===== src/rtl/bin_to_bcd4.sv =====
// Serial binary-to-BCD converter for a four-digit display (value in units of 0.1).
// Double-dabble over 14 SHIFT cycles; digits update atomically when the result is ready.
module bin_to_bcd4 #(
  parameter bit CLAMP = 1'b1  // 1: out-of-range shows 9999, 0: digits keep their previous value
) (
  input  logic        clk_100MHz,
  input  logic        reset,
  input  logic        start,
  input  logic [13:0] value,
  output logic        busy,
  output logic        done,
  output logic        overflow,
  output logic [3:0]  tenth,
  output logic [3:0]  ones,
  output logic [3:0]  tens,
  output logic [3:0]  hundred
);

  typedef enum logic [1:0] {
    IDLE  = 2'd0,
    SHIFT = 2'd1,
    DONE  = 2'd2
  } state_t;

  localparam logic [13:0] MAX_VALUE  = 14'd9999;
  localparam logic [3:0]  ITERATIONS = 4'd14;

  state_t      state;
  logic [13:0] bin_sr;    // binary operand, consumed MSB-first
  logic [15:0] scratch;   // BCD accumulator, never visible on the outputs
  logic [3:0]  count;     // SHIFT iterations remaining
  logic        ovf;       // accepted value was out of range

  logic [15:0] adjusted;
  logic [29:0] shifted;

  // Add 3 to a BCD nibble of 5 or more so the following shift carries into the next digit.
  function automatic logic [3:0] dabble(input logic [3:0] nib);
    return (nib >= 4'd5) ? nib + 4'd3 : nib;
  endfunction

  // One double-dabble step: correct every nibble, then shift {scratch, binary} left by one.
  always_comb begin
    // NOTE: every signal assigned here gets a value on every pass, so no latch is inferred.
    adjusted = {dabble(scratch[15:12]), dabble(scratch[11:8]),
                dabble(scratch[7:4]),   dabble(scratch[3:0])};
    shifted  = {adjusted, bin_sr} << 1;
  end

  // Conversion FSM with registered status outputs and display digits.
  always_ff @(posedge clk_100MHz or posedge reset) begin
    if (reset) begin
      state    <= IDLE;
      bin_sr   <= '0;
      scratch  <= '0;
      count    <= '0;
      ovf      <= 1'b0;
      busy     <= 1'b0;
      done     <= 1'b0;
      overflow <= 1'b0;
      hundred  <= '0;
      tens     <= '0;
      ones     <= '0;
      tenth    <= '0;
    end else begin
      // NOTE: non-blocking assignments keep every register reading pre-edge values.
      case (state)
        IDLE: begin
          done <= 1'b0;
          if (start) begin
            if (value > MAX_VALUE) begin
              bin_sr <= MAX_VALUE;
              ovf    <= 1'b1;
            end else begin
              bin_sr <= value;
              ovf    <= 1'b0;
            end
            scratch <= '0;
            count   <= ITERATIONS;
            busy    <= 1'b1;
            state   <= SHIFT;
          end
        end

        SHIFT: begin
          scratch <= shifted[29:14];
          bin_sr  <= shifted[13:0];
          count   <= count - 4'd1;
          if (count == 4'd1) begin
            // Last step: publish the finished result together with the done pulse.
            state    <= DONE;
            done     <= 1'b1;
            overflow <= ovf;
            if (CLAMP || !ovf) begin
              hundred <= shifted[29:26];
              tens    <= shifted[25:22];
              ones    <= shifted[21:18];
              tenth   <= shifted[17:14];
            end
          end
        end

        DONE: begin
          done  <= 1'b0;
          busy  <= 1'b0;
          state <= IDLE;
        end

        default: begin
          done  <= 1'b0;
          busy  <= 1'b0;
          state <= IDLE;
        end
      endcase
    end
  end

endmodule


===== config.mk =====
export PLATFORM = sky130hd
export DESIGN_NAME = bin_to_bcd4
export DESIGN_NICKNAME = d
export VERILOG_FILES = /design/src/rtl/bin_to_bcd4.sv
export SDC_FILE = /design/constraint.sdc
export NUM_CORES = 1
export LEC_CHECK = 0
export BUFFER_PORTS_ARGS = -buffer_cell sky130_fd_sc_hd__buf_2
export CORE_MARGIN = 2
export CORE_UTILIZATION = 57
export CTS_CLUSTER_DIAMETER = 50
export DETAILED_ROUTE_END_ITERATION = 10
export PLACE_DENSITY = 0.82
export SYNTH_ARGS = -nofsm -noshare
export SYNTH_HDL_FRONTEND = slang
export SYNTH_SLANG_ARGS = --single-unit

===== constraint.sdc =====
create_clock -name clk_100MHz -period 2.15 [get_ports clk_100MHz]
set_input_delay 0.1075 -clock clk_100MHz [delete_from_list [all_inputs] [get_ports clk_100MHz]]
set_output_delay 0.1075 -clock clk_100MHz [all_outputs]
set_load 0.02 [all_outputs]

=== Word level (Yosys, flattened, before mapping) ===
Index checks and enable logic that the tools add are counted.

* Register bits: 56
* Latch bits: 0
* RAM bits: 0
* Bits in read-only memories: 0
* Input bits: 17
* Logic and storage cells: 53
* Memories kept: 0

* Add/sub/neg operators: 5
* $mul: 0
* Divide/modulo/power cells: 0
* Magnitude comparators: 5
* Equality and inequality tests: 4
* Shifts and indexed selects: 0
* Muxes and demuxes: 19
* Bitwise logic cells: 1
* Reduce and logical (&&, ||, !) cells: 7

{| class="wikitable"
|+ Operators with widths
! kind !! count
|-
| $pmux 16 s2 || 1
|-
| $mux 14 || 2
|-
| $pmux 14 s2 || 1
|-
| $ge 4x3->1 const B || 4
|-
| $mux 16 || 1
|-
| $mux 4 || 4
|-
| $gt 14x14->1 const B || 1
|-
| $add 4x2->4 const B || 3
|-
| $reduce_and 2->1 || 5
|-
| $pmux 4 s2 || 1
|-
| $eq 4x1->1 const B || 1
|-
| $mux 1 || 4
|-
| $mux 2 || 2
|-
| $ne 2x2->1 const B || 2
|-
| $pmux 2 s2 || 1
|-
| $sub 4x1->4 const B || 1
|-
| $add 3x2->3 const B || 1
|-
| $mux 3 || 1
|-
| $eq 2x1->1 const B || 1
|-
| $logic_not 2->1 || 1
|-
| $pmux 1 s2 || 1
|-
| $reduce_bool 2->1 || 1
|-
| $not 1->1 || 1
|}

=== Logic depth before layout (Yosys ltp) ===
Gate-level depths: netlist of run 1.

* Depth after elaboration: 4
* Gate-level depth with buffers: 7

=== Least setup slack after synthesis of run 1 ===
No wires, ideal clock.

* Kind: flip-flop to flip-flop
* From: register count[1]
* To: register hundred[2]
* Arrival: 1.444 ns
* Data required time: 2.025 ns
* Slack: 0.581 ns
* Cell stages (with the launch flop): 7
* Buffers on the path: 0
* Period minus slack after synthesis: 1.569 ns
* Cells stage by stage: dfrtp_1 inv_1 ha_1 nor3b_4 nand2_2 inv_2 mux2_2

* Longest elaborated chain between the ends: 2

{| class="wikitable"
|+ Ends and longest elaborated chain
! item !! line !! source
|-
| start, declared || 31 || <nowiki>logic [3:0] count;</nowiki>
|-
| start signal, assigned || 88 || <nowiki>count <= count - 4'd1;</nowiki>
|-
| $eq 4x1->1 || 89 || <nowiki>if (count == 4'd1) begin</nowiki>
|-
| $reduce_and 2->1 (no source line) || n/a ||
|-
| end signal, assigned || 95 || <nowiki>hundred <= shifted[29:26];</nowiki>
|-
| end, declared || 16 || <nowiki>output logic [3:0] hundred</nowiki>
|}

Every way passes these cells.
A chain may end at the register's enable or synchronous reset.

=== Worst setup path after layout of run 1 ===
* From: register state[0]
* To: register tens[2]

* Longest elaborated chain between the ends: 2

{| class="wikitable"
|+ Ends and longest elaborated chain
! item !! line !! source
|-
| start, declared || 28 || <nowiki>state_t state;</nowiki>
|-
| start signal, assigned || 53 || <nowiki>state <= IDLE;</nowiki>
|-
| start signal, assigned || 81 || <nowiki>state <= SHIFT;</nowiki>
|-
| start signal, assigned || 91 || <nowiki>state <= DONE;</nowiki>
|-
| $eq 2x1->1 || 67 || <nowiki>case (state)</nowiki>
|-
| $reduce_and 2->1 (no source line) || n/a ||
|-
| end signal, assigned || 96 || <nowiki>tens <= shifted[25:22];</nowiki>
|-
| end, declared || 15 || <nowiki>output logic [3:0] tens,</nowiki>
|}

Every way passes these cells.

==> results.ini, run 1 <==
[yosys]
synth_area_leaders = dfrtp_1 52%, o21ai_0 5.8%, nand2_1 4.9%
synth.area.mux_share_pct = 4.000
synth-simple-area-share_pct = 14.14
yosysTopAreaCell = dfrtp_1
synth_fa_ha_area_share_pct = 4.651
synth_cells = 262
netlist.area_leader.share_pct = 52.09
synth.distinct_cells = 37
syn_avg_cell_area_sq_um = 10.27
ys_seq_area_share_pct = 52.09
synth_seq_cells = 56
synth_edf_count = 0
synth_xor_area_share_pct = 1.302
synth_top_family_by_area = compound AO/OA/AOI/OAI gates
ys.flop_type = dfrtp_1
synth_nets = 289
synth-compound-area-share_pct = 18.93
ys_warn_count = 0
syn-cell-area_sq_um = 2690
ys_async_sr_fraction_pct = 100.0

[timing]
fmax_ghz = 0.5111
drv_slew = 0
worstMarginPinSlew_ns = 0.7146
period_minus_slack_ns = 1.957
tns_ns = 0
period_share_pct = 91.00
finClkSkew_ns = 0.008285
slew-limit-headroom_pct = 52.24
hold_violations = 0
rsz0062_at_grt = no
setup_viol = 0

[drt]
drc = 0
postRouteAntennaNets = 0
drt_iter0_markers = 79
wire_per_inst_um = 14.93
via_per_inst = 5.762
vias = 2034
drt-total-wl_mm = 5.270
first_pass_iters = 4

[grt]
gr-total-overflow = 0
grt_pass1_vias = 1909
antenna_found_initial = 0
grt_max_degree = 35
grt_pass1_wl_mm = 8.763
grtUsageTotal_pct = 21.45

[final_layout]
fin_area_sq_um = 3019
final_nets = 327
drive_above_1_share_pct = 22.92
syn_to_final_growth_pct = 12.23
multi_input_area_sq_um = 1162
fill_cells = 343
diodes = 0
regArea_sq_um = 1401

[critical_path]
start_kind = flip-flop
endpoint_kind = flip-flop
crit_slowest_cell = dfrtp_1
path_max_fanout = 22
crit_required_ns = 2.34
r2r_end = tens[2]$_DFFE_PP0P_
r2r-start = state[0]$_DFFE_PP0P_
ff2ff_setup_slack_ns = 0.19
cp.arrival_ns = 2.15
ff2ff_path_depth = 5
cp_cell_sequence = nor2b_1 > buf_4 > nand2_2 > inv_2 > mux2_2
critPathKind = reg -> reg
cpPeakStageDelay_ns = 0.57

[clock_network]
htreeDepth = 2
path_clk_slew_ns = 0.10
cts.sinks = 56
cts_root_buffer = clkbuf_8
clock_latency_ns = 0.30
cts_max_path_buffers = 2
cts-buffers-inserted = 5
cts_tree = built

[hold_path]
worstHoldStart = value[4]
hold_path_class = in -> reg
min_to = bin_sr[4]$_DFFE_PP0P_
hold_depth = 2

[die]
io_pins = 36
start_util_pct = 60.53
die_area_sq_um = 5285
num_rows = 24
dieWidth_um = 72.70
core_sq_um = 4444
die_h_um = 72.70

[placed_design]
placed_area_sq_um = 2912
gp_congestion = 0.8306
dpl.hpwl_mm = 3.728
io_buffers = 35

[run]
maxCapViolCount = 0

[power]
cellLeakagePower_uw = 0.001509
power_density_nw_per_um2 = 1527
vdd_ir_drop_max_mv = 0.8307

[outcome]
status = finished clean

==> layout make-up <==
type	instances	share of cell area (%)
clock buffers	6	2.735
clock inverters	2	0.3315
inverters	14	1.741
multi-input cells	179	38.50
flip-flops and latches	56	46.42
well taps	52	2.155
repair buffers	44	8.123
==> worst max path at each step <==
stage / from / to / cells past startpoint
CTS: state[0]$_DFFE_PP0P_ / scratch[15]$_DFFE_PP0P_ / 4
global placement: state[0]$_DFFE_PP0P_ / bin_sr[12]$_DFFE_PP0P_ / 4
global route: state[0]$_DFFE_PP0P_ / ones[2]$_DFFE_PP0P_ / 5
floorplan: count[1]$_DFFE_PP0P_ / hundred[2]$_DFFE_PP0P_ / 6
detailed placement: state[0]$_DFFE_PP0P_ / scratch[11]$_DFFE_PP0P_ / 4
finish: state[0]$_DFFE_PP0P_ / tens[2]$_DFFE_PP0P_ / 5
==> state kept, by name, indices dropped and copies added, names as in the netlist <==
name and flops:
scratch 16, bin_sr 14, count 4, hundred 4
ones 4, tens 4, tenth 4, state 2
busy 1, done 1, overflow 1, ovf 1
==> metal layers <==
metal  part of all wire, %  wire length (um)  global-route usage, %
met3                   3.4               179                  3.729
met4                  0.91                48                  6.790
met1                    47              2473                  29.72
met5                     0                 0                      0
met2                    49              2568                  34.65
==> layout by cell type, fill, tap and decap left out, types with 7 or more instances in the layout <==
cell type,count
a21oi_1,19
ha_1,10
nand3_1,7
o21ai_0,31
buf_2,35
inv_1,12
a22o_1,8
nand2_1,35
buf_4,8
dfrtp_1,56
==> cell families (layout without fill, tap and decap cells) <==
logic type,count (synthesis),in the layout
compound gates,82,82
simple gates,73,73
flops,56,56
buf+inv,27,66
fa+ha+maj,10,10
mux,10,10
xor+xnor,4,4
==> Yosys cell counts (all sizes together), types with 5 or more instances <==
library cell / number
dfrtp: 56
nand2: 36
o21ai: 31
a21oi: 20
inv: 14
ha: 10
buf: 9
a22o: 8
nand3: 7
nor2: 7
a211o: 6
mux2: 6
a21o: 5
a31oi: 5
nand2b: 5
nor3: 5
nor3b: 5
==> power breakdown <==
part / internal, uW / switching, uW / total [uW] / leakage (uW)
logic: 903 / 1220 / 2130 / 0.000760
registers: 1530 / 367 / 1900 / 0.000698
clock network: 258 / 325 / 582 / 0.0000510
==> timing repair <==
item,4_1_cts,5_1_grt
setup endpoints to repair,0,20
buffers inserted,0,0
gates resized for setup,0,1
hold buffers,1,0
hold endpoints to repair,56,0
==> critical path: cells and delay by family, from the launching register on <==
kind	cells	cell delay, ns
and+or+nand+nor	2	0.40
DFF	1	0.57
buffers and inverters	2	0.51
muxes	1	0.36
==> through the flow <==
step | utilization, % | instances | hold slack [ns] | power, uW | setup WS [ns]
2_1_floorplan | - | 262 | 0.2238 | 3505 | 0.5811
3_3_place_gp | 65.51 | 344 | 0.1662 | 3933 | 0.1112
3_5_place_dp | 65.51 | 344 | 0.1689 | 4039 | 0.09930
4_1_cts | 67.82 | 353 | 0.01553 | 4622 | 0.08203
5_1_grt | 67.93 | 353 | 0.01751 | 4957 | 0.09386
6_report | 67.93 | 353 | 0.01493 | 4609 | 0.1935
Power figures use the tool's default switching activity.
==> run 2: changes to the inputs <==
--- a/config.mk
+++ b/config.mk
@@ -7,10 +7,11 @@
 export LEC_CHECK = 0
 export BUFFER_PORTS_ARGS = -buffer_cell sky130_fd_sc_hd__buf_2
 export CORE_MARGIN = 2
-export CORE_UTILIZATION = 57
+export CORE_UTILIZATION = 59
+export CTS_BUF_LIST = sky130_fd_sc_hd__clkbuf_8
 export CTS_CLUSTER_DIAMETER = 50
 export DETAILED_ROUTE_END_ITERATION = 10
-export PLACE_DENSITY = 0.82
+export PLACE_DENSITY = 0.84
 export SYNTH_ARGS = -nofsm -noshare
 export SYNTH_HDL_FRONTEND = slang
 export SYNTH_SLANG_ARGS = --single-unit
==> run 2 against run 1 <==
  * Final cell count decreased by 1.1%
  * Die area decreased by 3.2%
  * Largest power group unchanged
  * Clock power decreased by 7.4%
  * Setup slack got worse by 0.039 ns
  * First-iteration DRC count increased by 72%
  * Fmax decreased by 2.0%
  * Cell area decreased by 0.83%
==> results.ini, run 2 (same netlist as run 1, synthesis figures left out) <==
[placed_design]
gp_congestion = 0.8350  ; +0.53%
io_buffers = 35  ; unchanged
dpl.hpwl_mm = 3.669  ; -1.6%

[timing]
period_share_pct = 92.83  ; +1.8 points
hold_ws_ns = 0.02177  ; +0.006837 ns
worstMarginPinSlew_ns = 0.6915  ; -0.02308 ns
slew-limit-headroom_pct = 53.79  ; +1.5 points
fmax_ghz = 0.5010  ; -2.0%
period_minus_slack_ns = 1.996  ; +0.03933 ns
hold_violations = 0  ; unchanged
finClkSkew_ns = 0.009186  ; +0.0009010 ns
rsz0062_at_grt = no
setup_viol = 0  ; unchanged
drv_slew = 0  ; unchanged
tns_ns = 0  ; unchanged

[final_layout]
multi_input_area_sq_um = 1162  ; unchanged
syn_to_final_growth_pct = 11.30
fill_cells = 350  ; +2.0%
final_nets = 324  ; -0.92%
regArea_sq_um = 1401  ; unchanged
largest_register_ffs = 16  ; unchanged
layout_common_cells = 56 x dfrtp_1, 35 x nand2_1, 35 x buf_2
top_register = scratch
diodes = 0  ; unchanged
final_common_cell = dfrtp_1
drive_above_1_share_pct = 21.55  ; -1.4 points
reg.largest.list = scratch x16, bin_sr x14

[die]
core_sq_um = 4384  ; -1.4%
dieWidth_um = 71.53  ; -1.6%
start_util_pct = 61.36  ; +0.83 points
die_h_um = 71.53  ; -1.6%
die_area_sq_um = 5116  ; -3.2%
num_rows = 24  ; unchanged
io_pins = 36  ; unchanged

[clock_network]
cts-buffers-inserted = 5  ; unchanged
htreeDepth = 2  ; unchanged
cts_tree = built
cts.sinks = 56  ; unchanged
clock_latency_ns = 0.30  ; about the same
cts_root_buffer = clkbuf_8
cts_max_path_buffers = 2  ; unchanged
cts_setup_buffers = 0  ; unchanged
path_clk_slew_ns = 0.10  ; about the same

[critical_path]
start_kind = flip-flop
critPathKind = reg -> reg
path_max_fanout = 22  ; unchanged
cp.arrival_ns = 2.19  ; +0.04 ns
endpoint_kind = flip-flop
crit_required_ns = 2.34  ; about the same

[drt]
vias = 2063  ; +1.4%
postRouteAntennaNets = 0  ; unchanged
wire_per_inst_um = 15.73  ; +5.4%
highest-signal-layer = met4
routed-wl-met3_um = 235  ; +31%
drt-total-wl_mm = 5.490  ; +4.2%
drc = 0  ; unchanged
first_pass_iters = 4  ; unchanged
wirelength_met1_mm = 2.582  ; +4.4%
via_per_inst = 5.911  ; +2.6%
drt_iter0_markers = 136  ; +72%
wl_met2_mm = 2.627  ; +2.3%

[grt]
grtUsageTotal_pct = 23.47  ; +2.0 points
grt_max_degree = 30  ; -14%
antenna_found_initial = 0  ; unchanged
grt_pass1_vias = 2029  ; +6.3%
gr-total-overflow = 0  ; unchanged
grt_pass1_wl_mm = 9.418  ; +7.5%

[power]
cellLeakagePower_uw = 0.001492  ; -1.1%
vdd_ir_drop_max_mv = 0.7523  ; -9.4%
p_total_uw = 4560  ; -1.1%
power_density_nw_per_um2 = 1523  ; -0.25%

[run]
maxCapViolCount = 0  ; unchanged

[hold_path]
hold_path_class = in -> reg

[outcome]
status = finished clean

[run 2: cell count changes in the layout (fill, tap and decap cells not counted), sizes merged]
cell and delta:
clkinv -1, clkbuf -1, buf -3, inv +1
[run 2: worst paths after layout]
path / start / end / slack (ns) / cells after the start
setup / recovery: state[0]$_DFFE_PP0P_ / tens[2]$_DFFE_PP0P_ / 0.15 / 5
hold / removal: value[4] / bin_sr[4]$_DFFE_PP0P_ / 0.02 / 2
setup reg to reg: state[0]$_DFFE_PP0P_ / tens[2]$_DFFE_PP0P_ / 0.15 / 5
hold reg to reg: hundred[1]$_DFFE_PP0P_ / hundred[1]$_DFFE_PP0P_ / 0.48 / 2
max in group asynchronous: reset / scratch[14]$_DFFE_PP0P_ / 1.17 / 4
min in group asynchronous: reset / tenth[3]$_DFFE_PP0P_ / 0.41 / 3
[run 2: layout make-up]
| type | count | share of cell area (%) |
|---|---|---|
| well taps | 52 | 2.173 |
| repair buffers | 41 | 7.856 |
| flip-flops and latches | 56 | 46.80 |
| inverters | 14 | 1.755 |
| clock inverters | 2 | 0.2925 |
| multi-input cells | 179 | 38.82 |
| clock buffers | 5 | 2.298 |
[run 2: repair_timing]
action,in CTS,in global routing
resized for setup,0,1
setup endpoints to repair,0,29
endpoints found under the hold margin,27,0
hold buffers,1,0
[run 2: per-layer routing]
metal / GRT usage [%] / vias to the layer above
li1: - / 990
met1: 33.55 / 1009
met2: 37.35 / 59
met3: 5.204 / 5
met4: 4.822 / 0
met5: 0 / -
[run 2: metrics by stage]
stage / std cells / utilization (%) / area (sq um) / setup slack, ns
2_1_floorplan: 262 / - / 2690 / 0.5811
3_3_place_gp: 341 / 66.18 / 2902 / 0.1480
3_5_place_dp: 341 / 66.18 / 2902 / 0.04551
4_1_cts: 349 / 68.18 / 2989 / 0.03563
5_1_grt: 349 / 68.29 / 2994 / 0.05084
6_report: 349 / 68.29 / 2994 / 0.1542
[run 2: critical path: stages (launching register included)]
cell and delay [ns]:
dfrtp_1 0.57, nor2b_1 0.31, buf_4 0.33, nand2_2 0.09, inv_2 0.21, mux2_2 0.37
[run 2: power by group]
group	internal (uW)	switching (uW)
Clock	218	321
Combinational	897	1220
Sequential	1530	374
Total	2650	1910
